## config.mk

```make
export PLATFORM = sky130hd
export DESIGN_NAME = fetch_decode_stage_flat
export DESIGN_NICKNAME = d
export VERILOG_FILES = /design/src/rtl/fetch_decode_stage_if.sv /design/src/rtl/fetch_decode_stage.sv /design/src/flat_wrapper.sv
export SDC_FILE = /design/constraint.sdc
export NUM_CORES = 1
export LEC_CHECK = 0
export BUFFER_PORTS_ARGS = -buffer_cell sky130_fd_sc_hd__buf_2
export CAP_MARGIN = 5
export CORE_UTILIZATION = 52
export CTS_CLUSTER_DIAMETER = 200
export DETAILED_ROUTE_END_ITERATION = 10
export PLACE_DENSITY = 0.8
export SLEW_MARGIN = 20
export SYNTH_ARGS = -nofsm -noshare
export SYNTH_HDL_FRONTEND = slang
export SYNTH_SLANG_ARGS = --single-unit
```

## constraint.sdc

```tcl
create_clock -name clk -period 2.3 [get_ports clk]
set_clock_uncertainty 0.1 [all_clocks]
set_input_delay 0.345 -clock clk [delete_from_list [all_inputs] [get_ports clk]]
set_output_delay 0.345 -clock clk [all_outputs]
set_load 0.05 [all_outputs]
```

## src/rtl/fetch_decode_stage_if.sv

```systemverilog
// rtl/fetch_decode_stage_if.sv - instruction-memory request/acknowledge bus
//
// Purpose: groups the fetch-side instruction-memory handshake.
// Signals:
//   imem_addr  [ADDR_W-1:0]  word address (fetch -> memory)
//   imem_req                 fetch request (fetch -> memory)
//   imem_ack                 imem_rdata valid for imem_addr this cycle (memory -> fetch)
//   imem_rdata [15:0]        instruction word (memory -> fetch)
// Modports: master = fetch stage, slave = instruction memory.
interface fetch_decode_stage_if #(
    parameter int ADDR_W = 8
);
    logic [ADDR_W-1:0] imem_addr;
    logic              imem_req;
    logic              imem_ack;
    logic [15:0]       imem_rdata;

    modport master (
        output imem_addr,
        output imem_req,
        input  imem_ack,
        input  imem_rdata
    );

    modport slave (
        input  imem_addr,
        input  imem_req,
        output imem_ack,
        output imem_rdata
    );
endinterface

```

## src/rtl/fetch_decode_stage.sv

```systemverilog
// rtl/fetch_decode_stage.sv - instruction fetch and IF/ID stage with skid buffer
//
// Purpose: owns the PC, runs the instruction-memory handshake, holds the
// fetched word in IF/ID and splits it into decode fields. A one-entry skid
// buffer absorbs a word that arrives while decode is stalled.
// Ports:
//   clk, rst        rising-edge clock, synchronous active-high reset
//   imem            instruction-memory bus (master side)
//   stall           decode cannot accept; IF/ID holds
//   redirect        branch/jump taken; flush and refetch from redirect_pc
//   redirect_pc     new fetch address
//   id_valid        IF/ID holds a live instruction
//   id_pc, id_instr address and raw word in IF/ID
//   opcode, rd, rs, imm_8b, imm_5b, imm_5or8  field slices of id_instr
module fetch_decode_stage #(
    parameter int              ADDR_W   = 8,
    parameter logic [ADDR_W-1:0] RESET_PC = '0
) (
    input  logic              clk,
    input  logic              rst,
    fetch_decode_stage_if.master imem,
    input  logic              stall,
    input  logic              redirect,
    input  logic [ADDR_W-1:0] redirect_pc,
    output logic              id_valid,
    output logic [ADDR_W-1:0] id_pc,
    output logic [15:0]       id_instr,
    output logic [4:0]        opcode,
    output logic [2:0]        rd,
    output logic [2:0]        rs,
    output logic [7:0]        imm_8b,
    output logic [4:0]        imm_5b,
    output logic              imm_5or8
);

    typedef enum logic [1:0] {
        IDLE,
        REQ,
        FULL
    } state_t;

    state_t            state;
    logic [ADDR_W-1:0] pc;
    logic              req;
    // Skid contents are live exactly while state == FULL.
    logic [ADDR_W-1:0] skid_pc;
    logic [15:0]       skid_instr;

    assign imem.imem_addr = pc;
    assign imem.imem_req  = req;

    assign opcode   = id_instr[15:11];
    assign rd       = id_instr[10:8];
    assign rs       = id_instr[7:5];
    assign imm_8b   = id_instr[7:0];
    assign imm_5b   = id_instr[4:0];
    assign imm_5or8 = id_instr[15];

    always_ff @(posedge clk) begin
        if (rst) begin
            state      <= IDLE;
            pc         <= RESET_PC;
            req        <= 1'b0;
            id_valid   <= 1'b0;
            id_pc      <= '0;
            id_instr   <= '0;
            skid_pc    <= '0;
            skid_instr <= '0;
        end else if (redirect) begin
            // Flush wins over stall and over any word acked this cycle.
            state    <= REQ;
            req      <= 1'b1;
            pc       <= redirect_pc;
            id_valid <= 1'b0;
        end else begin
            case (state)
                IDLE: begin
                    state <= REQ;
                    req   <= 1'b1;
                end
                REQ: begin
                    if (imem.imem_ack) begin
                        pc <= pc + 1'b1;
                        if (!id_valid || !stall) begin
                            id_instr <= imem.imem_rdata;
                            id_pc    <= pc;
                            id_valid <= 1'b1;
                        end else begin
                            // IF/ID is blocked: park the word and stop requesting.
                            skid_instr <= imem.imem_rdata;
                            skid_pc    <= pc;
                            state      <= FULL;
                            req        <= 1'b0;
                        end
                    end else if (id_valid && !stall) begin
                        id_valid <= 1'b0;
                    end
                end
                FULL: begin
                    if (!stall) begin
                        id_instr <= skid_instr;
                        id_pc    <= skid_pc;
                        id_valid <= 1'b1;
                        state    <= REQ;
                        req      <= 1'b1;
                    end
                end
                default: begin
                    state <= IDLE;
                    req   <= 1'b0;
                end
            endcase
        end
    end

endmodule

```

## src/flat_wrapper.sv

```systemverilog
// flat-port wrapper written by rule: the top's interface ports become plain ports
module fetch_decode_stage_flat 
#(
    parameter int              ADDR_W   = 8,
    parameter logic [ADDR_W-1:0] RESET_PC = '0
)
  (clk, rst, stall, redirect, redirect_pc, id_valid, id_pc, id_instr, opcode, rd, rs, imm_8b, imm_5b, imm_5or8, imem_imem_addr, imem_imem_req, imem_imem_ack, imem_imem_rdata);
  fetch_decode_stage_if #(.ADDR_W(ADDR_W)) imem_i ();
  input  logic clk;
  input  logic rst;
  input  logic stall;
  input  logic redirect;
  input  logic [ADDR_W-1:0] redirect_pc;
  output logic id_valid;
  output logic [ADDR_W-1:0] id_pc;
  output logic [15:0] id_instr;
  output logic [4:0] opcode;
  output logic [2:0] rd;
  output logic [2:0] rs;
  output logic [7:0] imm_8b;
  output logic [4:0] imm_5b;
  output logic imm_5or8;
  output wire logic [$bits(imem_i.imem_addr)-1:0] imem_imem_addr;
  output wire logic [$bits(imem_i.imem_req)-1:0] imem_imem_req;
  input wire logic [$bits(imem_i.imem_ack)-1:0] imem_imem_ack;
  input wire logic [$bits(imem_i.imem_rdata)-1:0] imem_imem_rdata;
  assign imem_imem_addr = imem_i.imem_addr;
  assign imem_imem_req = imem_i.imem_req;
  assign imem_i.imem_ack = imem_imem_ack;
  assign imem_i.imem_rdata = imem_imem_rdata;
  fetch_decode_stage #(.ADDR_W(ADDR_W), .RESET_PC(RESET_PC)) u_core (.clk(clk), .rst(rst), .imem(imem_i), .stall(stall), .redirect(redirect), .redirect_pc(redirect_pc), .id_valid(id_valid), .id_pc(id_pc), .id_instr(id_instr), .opcode(opcode), .rd(rd), .rs(rs), .imm_8b(imm_8b), .imm_5b(imm_5b), .imm_5or8(imm_5or8));
endmodule
```

-- Word level (Yosys, flattened, before mapping)
Cells that the tools add are included.
Widths: inputs -> output; s select.
- shift-type cells: 0
- multipliers: 0
- div/mod/pow operators: 0
- equal/unequal tests: 11
- magnitude comparators: 0
- reductions and logical operators: 15
- add/subtract/negate cells: 1
- multiplexer cells: 25
- bitwise gates (word level): 2
- operators by type and width (kind ; number):
    $mux 16 ; 3
    $mux 8 ; 6
    $pmux 16 s2 ; 1
    $pmux 8 s2 ; 1
    $ne 3x3->1 const B ; 3
    $add 8x1->8 const B ; 1
    $mux 1 ; 8
    $reduce_and 4->1 ; 2
    $mux 2 ; 3
    $ne 2x2->1 const B ; 3
    $ne 3x2->1 const B ; 2
    $pmux 2 s3 ; 1
    $reduce_and 3->1 ; 2
    $reduce_bool 2->1 ; 3
    $reduce_and 5->1 ; 1
    $pmux 1 s3 ; 1
    $eq 2x1->1 const B ; 1
    $eq 2x2->1 const B ; 1
    $logic_not 1->1 ; 2
    $logic_not 2->1 ; 1
    $ne 2x1->1 const B ; 1
    $not 1->1 ; 2
    $pmux 1 s2 ; 1
    $reduce_and 2->1 ; 1
    3 further kinds ; 3
- register bits: 60
- memories kept: 0
- memory bits (writable): 0
- input bits: 29
- ROM bits: 0
- logic and storage cells: 63
- bits in latches: 0

-- Depth between registers and ports, before layout
Gate-level depths: netlist of run 1.
- word-level depth: 6
- depth in mapped cells: 8
- gate-level depth less buffers: 5

-- Worst setup path after synthesis of run 1
No wires, ideal clock.
- path type: register -> register
- start: register u_core.state[0]
- end: register u_core.id_instr[10]
- arrival time: 1900 ps
- path buffers: 2
- setup slack: 162 ps
- required time: 2061 ps
- stages on the path, launching flop included: 8
- period minus slack after synthesis: 2138 ps
- cells stage by stage: dfxtp_1 -> inv_1 -> ha_1 -> buf_2 -> and2_1 -> nor3_2 -> buf_2 -> a311oi_1
- cells in the longest elaborated chain, start to end: 3
- RTL lines (element ; line ; RTL):
    from (decl) ; fetch_decode_stage.sv:42 ; state_t state;
    from (signal assigned) ; fetch_decode_stage.sv:61 ; state <= IDLE;
    from (signal assigned) ; fetch_decode_stage.sv:71 ; state <= REQ;
    from (signal assigned) ; fetch_decode_stage.sv:78 ; state <= REQ;
    $eq 2x1->1 / $eq 2x2->1 (equally long branches) ; fetch_decode_stage.sv:76 ; case (state)
    $ne 2x1->1 (no source line) (tied with other cells) ; - ;
    $reduce_and 5->1 (no source line) ; - ;
    to (signal assigned) ; fetch_decode_stage.sv:85 ; id_instr <= imem.imem_rdata;
    to (signal assigned) ; fetch_decode_stage.sv:101 ; id_instr <= skid_instr;
    to (decl) ; fetch_decode_stage.sv:27 ; output logic [15:0] id_instr,
Parallel ways exist; a longest one is shown, timed or not.
A chain may end at the register's enable or synchronous reset.

-- Final worst setup path of run 1
- start: register u_core.state[0]
- end: register u_core.id_instr[9]
Same word-level chain as after synthesis.

==> results of run 1 <==
## layer usage
layer | up-vias | track usage (%) | share of wire [%]
met4 | 0 | 11.32 | 1.8
met3 | 11 | 4.941 | 7.0
met2 | 115 | 44.07 | 49
met5 | - | 0 | 0
met1 | 1306 | 31.95 | 43
li1 | 1352 | - | -
## worst min path at each step
stage	startpoint	end	slack, ns	cells after the start
6_report	imem_imem_rdata[2]	u_core.skid_instr[2]	0.17	3
5_1_grt	imem_imem_rdata[2]	u_core.skid_instr[2]	0.16	3
4_1_cts	imem_imem_rdata[2]	u_core.skid_instr[2]	0.16	3
3_5_place_dp	u_core.skid_pc[3]	u_core.skid_pc[3]	0.37	2
3_3_place_gp	u_core.skid_instr[10]	u_core.skid_instr[10]	0.36	2
2_1_floorplan	u_core.skid_instr[0]	u_core.skid_instr[0]	0.35	2
## critical path, delay by kind of cell (launching register included)
kind / cells / cell delay, ns
DFF: 1 / 0.40
buffers and inverters: 1 / 0.07
AOI/OAI and AO/OA: 1 / 0.20
adders and majority gates: 1 / 0.34
and+or+nand+nor: 1 / 0.82
## area by class of cell
type                    count  area [sq um]  area share [%]
flip-flops and latches     59          1181           33.57
inverters                   7         26.28          0.7468
multi-input cells         204          1453           41.29
well taps                  72         90.09           2.560
clock inverters             6         80.08           2.276
repair buffers            102         560.5           15.93
clock buffers              10         127.6           3.627
## cells in the mapped netlist, types with 2 or more instances
library cell   n
dfxtp_1       59
a311oi_1      28
nand3_1       28
a21oi_1       25
buf_4         25
a41oi_1       24
mux2i_1       24
o21ai_0       19
buf_2         16
clkbuf_1      16
o21ai_1        9
inv_1          7
nor2_1         7
nand2_1        6
ha_1           4
a31oi_1        3
o31ai_1        3
or4_1          3
a211oi_1       2
buf_1          2
nand4_1        2
nand4b_1       2
or3_1          2
xor2_1         2
## registers in the layout, indices dropped and copies added (netlist names)
signal,flops
u_core.id_instr,16
u_core.id_pc,8
u_core.id_valid,1
u_core.imem.imem_addr,8
u_core.skid_instr,16
u_core.skid_pc,8
u_core.state,2
## kinds of logic (layout without fill, tap and decap cells)
logic type / Yosys count / count (layout)
AOI/OAI and AO/OA: 118 / 118
buffers and inverters: 67 / 125
DFF: 59 / 59
and+or+nand+nor: 56 / 56
muxes: 24 / 24
adders and majority gates: 4 / 4
xor gates and xnor gates: 2 / 2
## power groups by stage
| stage | clock network [uW] | registers [uW] | logic, uW |
|---|---|---|---|
| 3_5_place_dp | 0 | 1140 | 615 |
| 6_report | 1000 | 1120 | 615 |
| 5_1_grt | 1070 | 1120 | 652 |
| 2_1_floorplan | 0 | 1280 | 347 |
| 4_1_cts | 1020 | 1120 | 616 |
| 3_3_place_gp | 0 | 1140 | 608 |
## metrics by stage
| step | util [%] | instance area, sq um | power, uW |
|---|---|---|---|
| after floorplan | - | 2985 | 1630 |
| after global placement | 60.12 | 3311 | 1743 |
| after detailed placement | 60.12 | 3311 | 1753 |
| after CTS | 63.89 | 3518 | 2749 |
| after global routing | 63.89 | 3518 | 2844 |
| final | 63.89 | 3518 | 2735 |
==> reports/metrics.cfg, run 1 <==
[run_status]
status=finished clean

[cts]
clock_latency_ns=0.33
cts-resized-gates=0
clock-sinks=59
cts_buffers=9
clockBufferDepth=2
clock-root-buffer=clkbuf_8
tritoncts=built
cts_hold_buf=0
postCtsSetupBuffers=0
clk_pin_slew_ns=0.07
cts_max_level=3

[setup_path]
r2r_cells=4
rrSetupSlack_ns=0.18
start_kind=flop
crit_start=u_core.state[0]
critical_path.endpoint=u_core.id_instr[9]
cp_data_arrival_time_ns=2.17
crit_required_ns=2.36
cpPeakStageDelay_ns=0.82
reg2reg_to=u_core.id_instr[9]
worstPathCellList=inv_1, ha_1, nor3_4, a311oi_1
critical-path-slowest-cell=nor3_4
r2r-start=u_core.state[0]
crit_path_end_kind=flop
cp_max_fo=25
critPathKind=reg -> reg

[pwr]
clkPwrFrac_pct=36.7
p_leak_uw=0.001351
p_sw_uw=904.8
p_int_uw=1830
p_seq_share_pct=40.8
peakVddDrop_mv=0.3806
powerDensity_nw_per_um2=777.4
power.share.combinational_pct=22.5
p_sw_share_pct=33.08

[synth]
synth-compound-area-share_pct=27.49
yosys_most_used_dff=dfxtp_1
synth_top_area_cell=dfxtp_1
async_reset_ff_share_pct=0
synthMuxAreaShare_pct=8.047
synth-xor-area-share_pct=0.5868
yosys_register_bits=59
synth_top_family_by_area=compound AO/OA/AOI/OAI gates
yosys-top-cells-area=dfxtp_1 40%, a311oi_1 8.2%, mux2i_1 8.0%
synth_top_area_share_pct=39.56
ys_types=36
synth-simple-area-share_pct=10.14
synth-seq-area-share_pct=39.56
syn_area_sq_um=2985
yosys.area_share.adder_pct=1.676
syn_nets=363
synth_edf_count=0
synthesis.instances=330
yosys_warnings=0
synth_area_per_cell_sq_um=9.047

[layout]
fin_nets=416
nFillCells=470
final_common_cell=buf_2
num_antenna_cells=0
area_growth_pct=17.85
mostFrequentLayoutCells=87 x buf_2, 59 x dfxtp_1, 28 x nand3_1, 28 x a311oi_1, 25 x a21oi_1
fin_cells=460
drive_gt1_share_pct=31.19

[global_route]
grt_max_degree=49
grt_pass1_wl_microns=12160
grt_usage_pct=26.01
globalRoute.totalOverflow=0
grt_antenna_before_repair=0
grt_pass1_vias=2505

[sta]
hold_viol=0
final.setup.worst_slack_ns=0.1817
rsz0062_at_grt=no
hold_slack_ns=0.1664
fmax_ghz=0.4721
slew_headroom_pct=34.73
drv_slew=0
fin_crit_sh_pct=92.10
tightest_slew_ns=0.9758
finalSetupViolations=0
fin_crit_ns=2.118
finalSetupTns_ns=0

[die]
core_sq_um=5507
dieWidth_microns=77.77
initial_core_util_pct=54.21
die_y_microns=77.77
die_area_sq_um=6048
io_pins=88
rows=27

[routing]
drc=0
dr_total_vias=2784
ant_nets=0
wl_per_cell_microns=16.30
dr.pass1.iters=4
wl_microns=7497
drtIter0Drc=181
vias_per_cell=6.052

[flow_run]
cap_violations=0

[placement]
dp_slack_ns=0.2002
io_buffers=87
dp_cells=444
gp_congestion=0.7712
hpwl_microns=4802

[worst_hold_path]
hp-class=in -> reg

Note: power is estimated with default switching activity, not from simulation.
==> inputs of run 2 (changes only) <==
CORE_UTILIZATION = 40   (was 52)
PLACE_DENSITY = default   (was 0.8)
SKIP_CTS_REPAIR_TIMING = 1   (was default)
==> reports/metrics.cfg, run 2 (same netlist as run 1, synthesis figures left out) <==
[run_status]
status=finished clean

[global_route]
grt_antenna_before_repair=0  ; unchanged
grt_max_degree=49  ; unchanged
grt_pass1_wl_microns=12720  ; +4.6%
grt_usage_pct=21.41  ; -4.6 points
globalRoute.totalOverflow=0  ; unchanged
grt_pass1_vias=2579  ; +3.0%

[setup_path]
crit_required_ns=2.48  ; +0.12 ns
worstPathCellList=inv_1, ha_2, and2_1, nor3_2, o221a_2
cp_max_fo=12  ; -52%
reg2reg_to=u_core.id_valid
r2r_cells=5  ; +1
rrSetupSlack_ns=0.16  ; -0.02 ns
critical-path-slowest-cell=nor3_2
cpPeakStageDelay_ns=0.80  ; -0.02 ns
crit_path_end_kind=flop
start_kind=flop
cp_data_arrival_time_ns=2.32  ; +0.15 ns
critPathKind=reg -> reg
r2r-start=u_core.state[0]

[die]
core_sq_um=7214  ; +31%
initial_core_util_pct=41.38  ; -13 points
rows=31  ; +15%
io_pins=88  ; unchanged
die_area_sq_um=7813  ; +29%
dieWidth_microns=88.39  ; +14%
die_y_microns=88.39  ; +14%

[pwr]
power.total_uw=2813  ; +2.9%
p_leak_uw=0.001357  ; +0.48%
peakVddDrop_mv=0.3304  ; -13%
powerDensity_nw_per_um2=781.0  ; +0.47%

[cts]
cts_buffers=9  ; unchanged
clock_latency_ns=0.33  ; about the same
cts_max_level=3  ; unchanged
tritoncts=built
clk_pin_slew_ns=0.07  ; about the same
clockBufferDepth=2  ; unchanged
clock-root-buffer=clkbuf_8
clock-sinks=59  ; unchanged

[sta]
rsz0062_at_grt=no
hold_slack_ns=0.1731  ; +0.006642 ns
hold_viol=0  ; unchanged
finalSetupViolations=0  ; unchanged
fmax_ghz=0.4674  ; -0.99%
slew_headroom_pct=37.07  ; +2.3 points
drv_slew=0  ; unchanged
finalSetupTns_ns=0  ; unchanged
tightest_slew_ns=0.9389  ; -0.03696 ns
fin_crit_ns=2.139  ; +0.02120 ns
fin_crit_sh_pct=93.02  ; +0.92 points

[layout]
nFillCells=712  ; +51%
mostFrequentLayoutCells=87 x buf_2, 59 x dfxtp_1, 28 x nand3_1, 28 x a311oi_1, 25 x a21oi_1
reg_top3=u_core.id_instr x16, u_core.skid_instr x16
num_antenna_cells=0  ; unchanged
fin_nets=416  ; unchanged
ff_latch_area_sq_um=1181  ; unchanged
multi_input_area_sq_um=1465  ; +0.86%
area_growth_pct=20.66
drive_gt1_share_pct=31.44  ; +0.26 points
final_core_util_pct=49.93  ; -14 points
final_common_cell=buf_2

[routing]
dr_total_vias=2798  ; +0.50%
ant_nets=0  ; unchanged
wl_microns=8173  ; +9.0%
vias_per_cell=5.745  ; -5.1%
drtIter0Drc=156  ; -14%
dr.pass1.iters=5  ; +1
drc=0  ; unchanged
wl_per_cell_microns=16.78  ; +3.0%

[worst_hold_path]
holdPathEnd=u_core.skid_instr[3]
worstHoldPathCells=3  ; unchanged
worstHoldStart=imem_imem_rdata[3]
hp-class=in -> reg

[placement]
io_buffers=87  ; unchanged
gp_congestion=0.7616  ; -1.2%
hpwl_microns=5020  ; +4.5%

[flow_run]
cap_violations=0  ; unchanged

run 2: cell count changes in the layout (fill, tap and decap cells not counted), moves of 2 or more:
| cell | previous run | this run |
|---|---|---|
| clkbuf_8 | 9 | 11 |
| clkinv_2 | 4 | 1 |
| buf_12 | 1 | 3 |
| buf_4 | 14 | 11 |
run 2: worst max-delay path, delay by kind of cell (launching register included):
family                     cells  cell delay [ns]
buffers and inverters          1             0.07
adders and majority gates      1             0.18
DFF                            1             0.41
and+or+nand+nor                2             1.02
AOI/OAI and AO/OA              1             0.31
run 2: cell type report:
| cell class | instances | area share, % |
|---|---|---|
| Sequential cell | 59 | 32.79 |
| Inverter | 7 | 0.7294 |
| Clock inverter | 4 | 2.015 |
| Multi-Input combinational cell | 205 | 40.67 |
| Tap cell | 99 | 3.439 |
| Clock buffer | 12 | 4.307 |
| Timing Repair Buffer | 101 | 16.05 |
run 2: where the power goes:
group / internal (uW) / total, uW / switching (uW)
sequential: 1070 / 1120 / 48.4
clock: 668 / 1070 / 405
combinational: 160 / 624 / 464
run 2: routing by layer:
| layer | wire, microns | vias up | track usage, % |
|---|---|---|---|
| met5 | 0 | - | 0 |
| met4 | 38 | 0 | 8.798 |
| met3 | 593 | 2 | 3.918 |
| met2 | 3948 | 102 | 34.90 |
| met1 | 3592 | 1339 | 27.93 |
| li1 | - | 1355 | - |
run 2: worst max path at each step:
stage / slack, ns / startpoint / endpoint / depth (start not counted)
2_1_floorplan: 0.16 / u_core.state[0] / u_core.id_instr[10] / 7
3_3_place_gp: 0.24 / u_core.state[0] / u_core.id_valid / 4
3_5_place_dp: 0.21 / u_core.state[0] / u_core.id_pc[6] / 5
4_1_cts: 0.20 / u_core.state[0] / u_core.id_pc[6] / 5
5_1_grt: 0.04 / u_core.state[0] / u_core.id_valid / 5
6_report: 0.16 / u_core.state[0] / u_core.id_valid / 5
run 2: metrics by stage:
stage	cell area (sq um)	instances	setup slack (ns)
2_1_floorplan	2985	330	0.1617
3_3_place_gp	3364	470	0.2431
3_5_place_dp	3364	470	0.2122
4_1_cts	3592	486	0.2010
5_1_grt	3602	487	0.04026
6_report	3602	487	0.1605
==> inputs of run 3 (changes only) <==
ABC_AREA = 1   (was default)
CTS_CLUSTER_SIZE = 8   (was default)
==> reports/metrics.cfg, run 3 <==
[cts]
tritoncts=built
clock-sinks=59  ; unchanged
clockBufferDepth=2  ; unchanged
cts_buffers=9  ; unchanged
cts_max_level=3  ; unchanged
clock-root-buffer=clkbuf_8
clk_pin_slew_ns=0.07  ; about the same
clock_latency_ns=0.33  ; about the same

[global_route]
grt_antenna_before_repair=0  ; unchanged
grt_use_met1_pct=20.96  ; -7.0 points
grt_pass1_vias=2411  ; -6.5%
grt_usage_pct=17.51  ; -3.9 points
grt_max_degree=49  ; unchanged
grt.busiest_layer=met2
grtUsageMet2_pct=29.22  ; -5.7 points
met3_usage_pct=3.905  ; -0.013 points
globalRoute.totalOverflow=0  ; unchanged
grt_pass1_wl_microns=10270  ; -19%

[sta]
fin_crit_ns=1.789  ; -0.3508 ns
fmax_ghz=0.5591  ; +20%
drv_slew=0  ; unchanged
rsz0062_at_grt=no
slew_headroom_pct=55.68  ; +19 points
tightest_slew_ns=0.6641  ; -0.2747 ns
hold_slack_ns=0.1601  ; -0.01296 ns
fin_crit_sh_pct=77.77  ; -15 points
final.setup.worst_slack_ns=0.5114  ; +0.3508 ns
finalSetupTns_ns=0  ; unchanged
finalSetupViolations=0  ; unchanged
hold_viol=0  ; unchanged

[pwr]
p_leak_uw=0.001660  ; +22%
peakVddDrop_mv=0.2648  ; -20%
p_sw_share_pct=34.02  ; +1.4 points
p_int_uw=1614  ; -15%
p_seq_share_pct=45.2  ; +5.5 points
power.total_uw=2447  ; -13%
p_sw_uw=832.3  ; -9.3%
power.share.combinational_pct=22.6  ; +0.4 points
powerDensity_nw_per_um2=737.3  ; -5.6%
clkPwrFrac_pct=32.2  ; -5.9 points

[setup_path]
reg2reg_to=u_core.id_pc[1]
cpPeakStageDelay_ns=0.37  ; -0.43 ns
cp_data_arrival_time_ns=1.91  ; -0.41 ns
critPathKind=reg -> reg
crit_start=u_core.state[0]
start_kind=flop
r2r_cells=11  ; +6
worst-path-buf-inv=3  ; +2
cp_max_fo=48  ; +36
critical-path-slowest-cell=dfxtp_1
crit_required_ns=2.43  ; -0.05 ns
r2r-start=u_core.state[0]
worstPathCellList=inv_1, ha_1, nand2_2, inv_2, nor2_2, nand2_1, nor2_4, buf_12, nand3_1, nand2_1, nor2_1
crit_family=simple AND/OR/NAND/NOR gates
rrSetupSlack_ns=0.51  ; +0.35 ns
cpMostUsedCell=nand2_1
crit_path_end_kind=flop

[layout]
final_common_cell=nor2_1
area_growth_pct=16.21
drive_gt1_share_pct=24.32  ; -7.1 points
reg_top3=u_core.id_instr x16, u_core.skid_instr x16
fin_nets=506  ; +22%
mostFrequentLayoutCells=97 x nor2_1, 92 x nand2_1, 87 x buf_2
num_antenna_cells=0  ; unchanged

[synth]
synth_edf_count=0  ; unchanged
synth-seq-area-share_pct=41.37  ; +1.8 points
yosys_warnings=0  ; unchanged
yosys_most_used_dff=dfxtp_1
ys_types=24  ; -33%
synthTopCellsByCount=97 x nor2_1, 92 x nand2_1, 59 x dfxtp_1, 28 x nand3_1, 28 x o21ai_0
async_reset_ff_share_pct=0  ; unchanged
synth_top_area_cell=dfxtp_1
yosysMostFrequentCell=nor2_1
syn_area_sq_um=2855  ; -4.4%
synthesis.instances=417  ; +26%
synth_area_per_cell_sq_um=6.847  ; -24%
yosys-top-cells-area=dfxtp_1 41%, nor2_1 13%, nand2_1 12%
yosys_register_bits=59  ; unchanged
synth_top_area_share_pct=41.37  ; +1.8 points
syn_nets=450  ; +24%

[die]
dieWidth_microns=86.49  ; -2.2%
rows=30  ; -3.2%
io_pins=88  ; unchanged
die_area_sq_um=7480  ; -4.3%
die_y_microns=86.49  ; -2.2%
initial_core_util_pct=41.79  ; +0.41 points
core_sq_um=6832  ; -5.3%

[placement]
dp_slack_ns=0.4990  ; +0.2868 ns
hpwl_microns=4129  ; -18%
io_buffers=87  ; unchanged
gp_congestion=0.8741  ; +15%

[run_status]
status=finished clean

[worst_hold_path]
worstHoldStart=imem_imem_rdata[8]
hp-class=in -> reg
holdPathEnd=u_core.skid_instr[8]
worstHoldPathCells=3  ; unchanged

[routing]
drtIter0Drc=181  ; +16%
drc=0  ; unchanged
dr_total_vias=2632  ; -5.9%
wl_per_cell_microns=10.71  ; -36%
wl_microns=6136  ; -25%
dr.pass1.iters=4  ; -1
vias_per_cell=4.593  ; -20%
ant_nets=0  ; unchanged

[flow_run]
cap_violations=0  ; unchanged

run 3: cell families (layout without fill, tap and decap cells):
kind of cell	Yosys count	after routing	synth area share (%)
flip-flops	59	59	41.37
adder cells (fa/ha/maj)	4	4	1.753
buffers and inverters	68	128	13.80
XOR/XNOR	3	3	0.9204
AND/OR/NAND/NOR	225	225	31.68
AO/OA/AOI/OAI	58	58	10.47
run 3: power by group through the flow:
stage / registers (uW) / clock network [uW] / logic [uW]
2_1_floorplan: 1280 / 0 / 324
3_3_place_gp: 1130 / 0 / 555
3_5_place_dp: 1130 / 0 / 556
4_1_cts: 1110 / 821 / 557
5_1_grt: 1110 / 860 / 598
6_report: 1110 / 787 / 552
run 3: worst max path at each step:
stage	endpoint	slack, ns	cells past startpoint
floorplan	u_core.id_instr[14]	0.29	11
global placement	u_core.id_instr[14]	0.57	11
detailed placement	u_core.id_instr[14]	0.50	11
CTS	u_core.id_instr[0]	0.50	11
global route	u_core.id_pc[2]	0.32	11
finish	u_core.id_pc[1]	0.51	11
run 3: routing by layer:
layer	wire length, microns	part of all wire (%)
met4	78	1.3
met2	2751	45
met3	370	6.0
met5	0	0
met1	2936	48
run 3: cell type report:
class / instances / area (sq um)
sequential: 59 / 1181
inverter: 21 / 78.83
tap: 96 / 120.1
multi-input combinational: 290 / 1280
timing repair buffer: 92 / 498.0
clock inverter: 3 / 15.01
fill: 762 / 3513
clock buffer: 12 / 145.1
run 3: worst register-to-register path: stages (launching register included):
cell,delay [ns]
dfxtp_1,0.37
inv_1,0.08
ha_1,0.24
nand2_2,0.09
inv_2,0.05
nor2_2,0.11
nand2_1,0.10
nor2_4,0.11
buf_12,0.23
nand3_1,0.10
nand2_1,0.07
nor2_1,0.04
run 3: per-stage QoR:
step | util, % | instance area, sq um | cells
2_1_floorplan | - | 2855 | 417
3_3_place_gp | 46.23 | 3158 | 558
3_5_place_dp | 46.23 | 3158 | 558
4_1_cts | 48.57 | 3318 | 573
5_1_grt | 48.57 | 3318 | 573
6_report | 48.57 | 3318 | 573
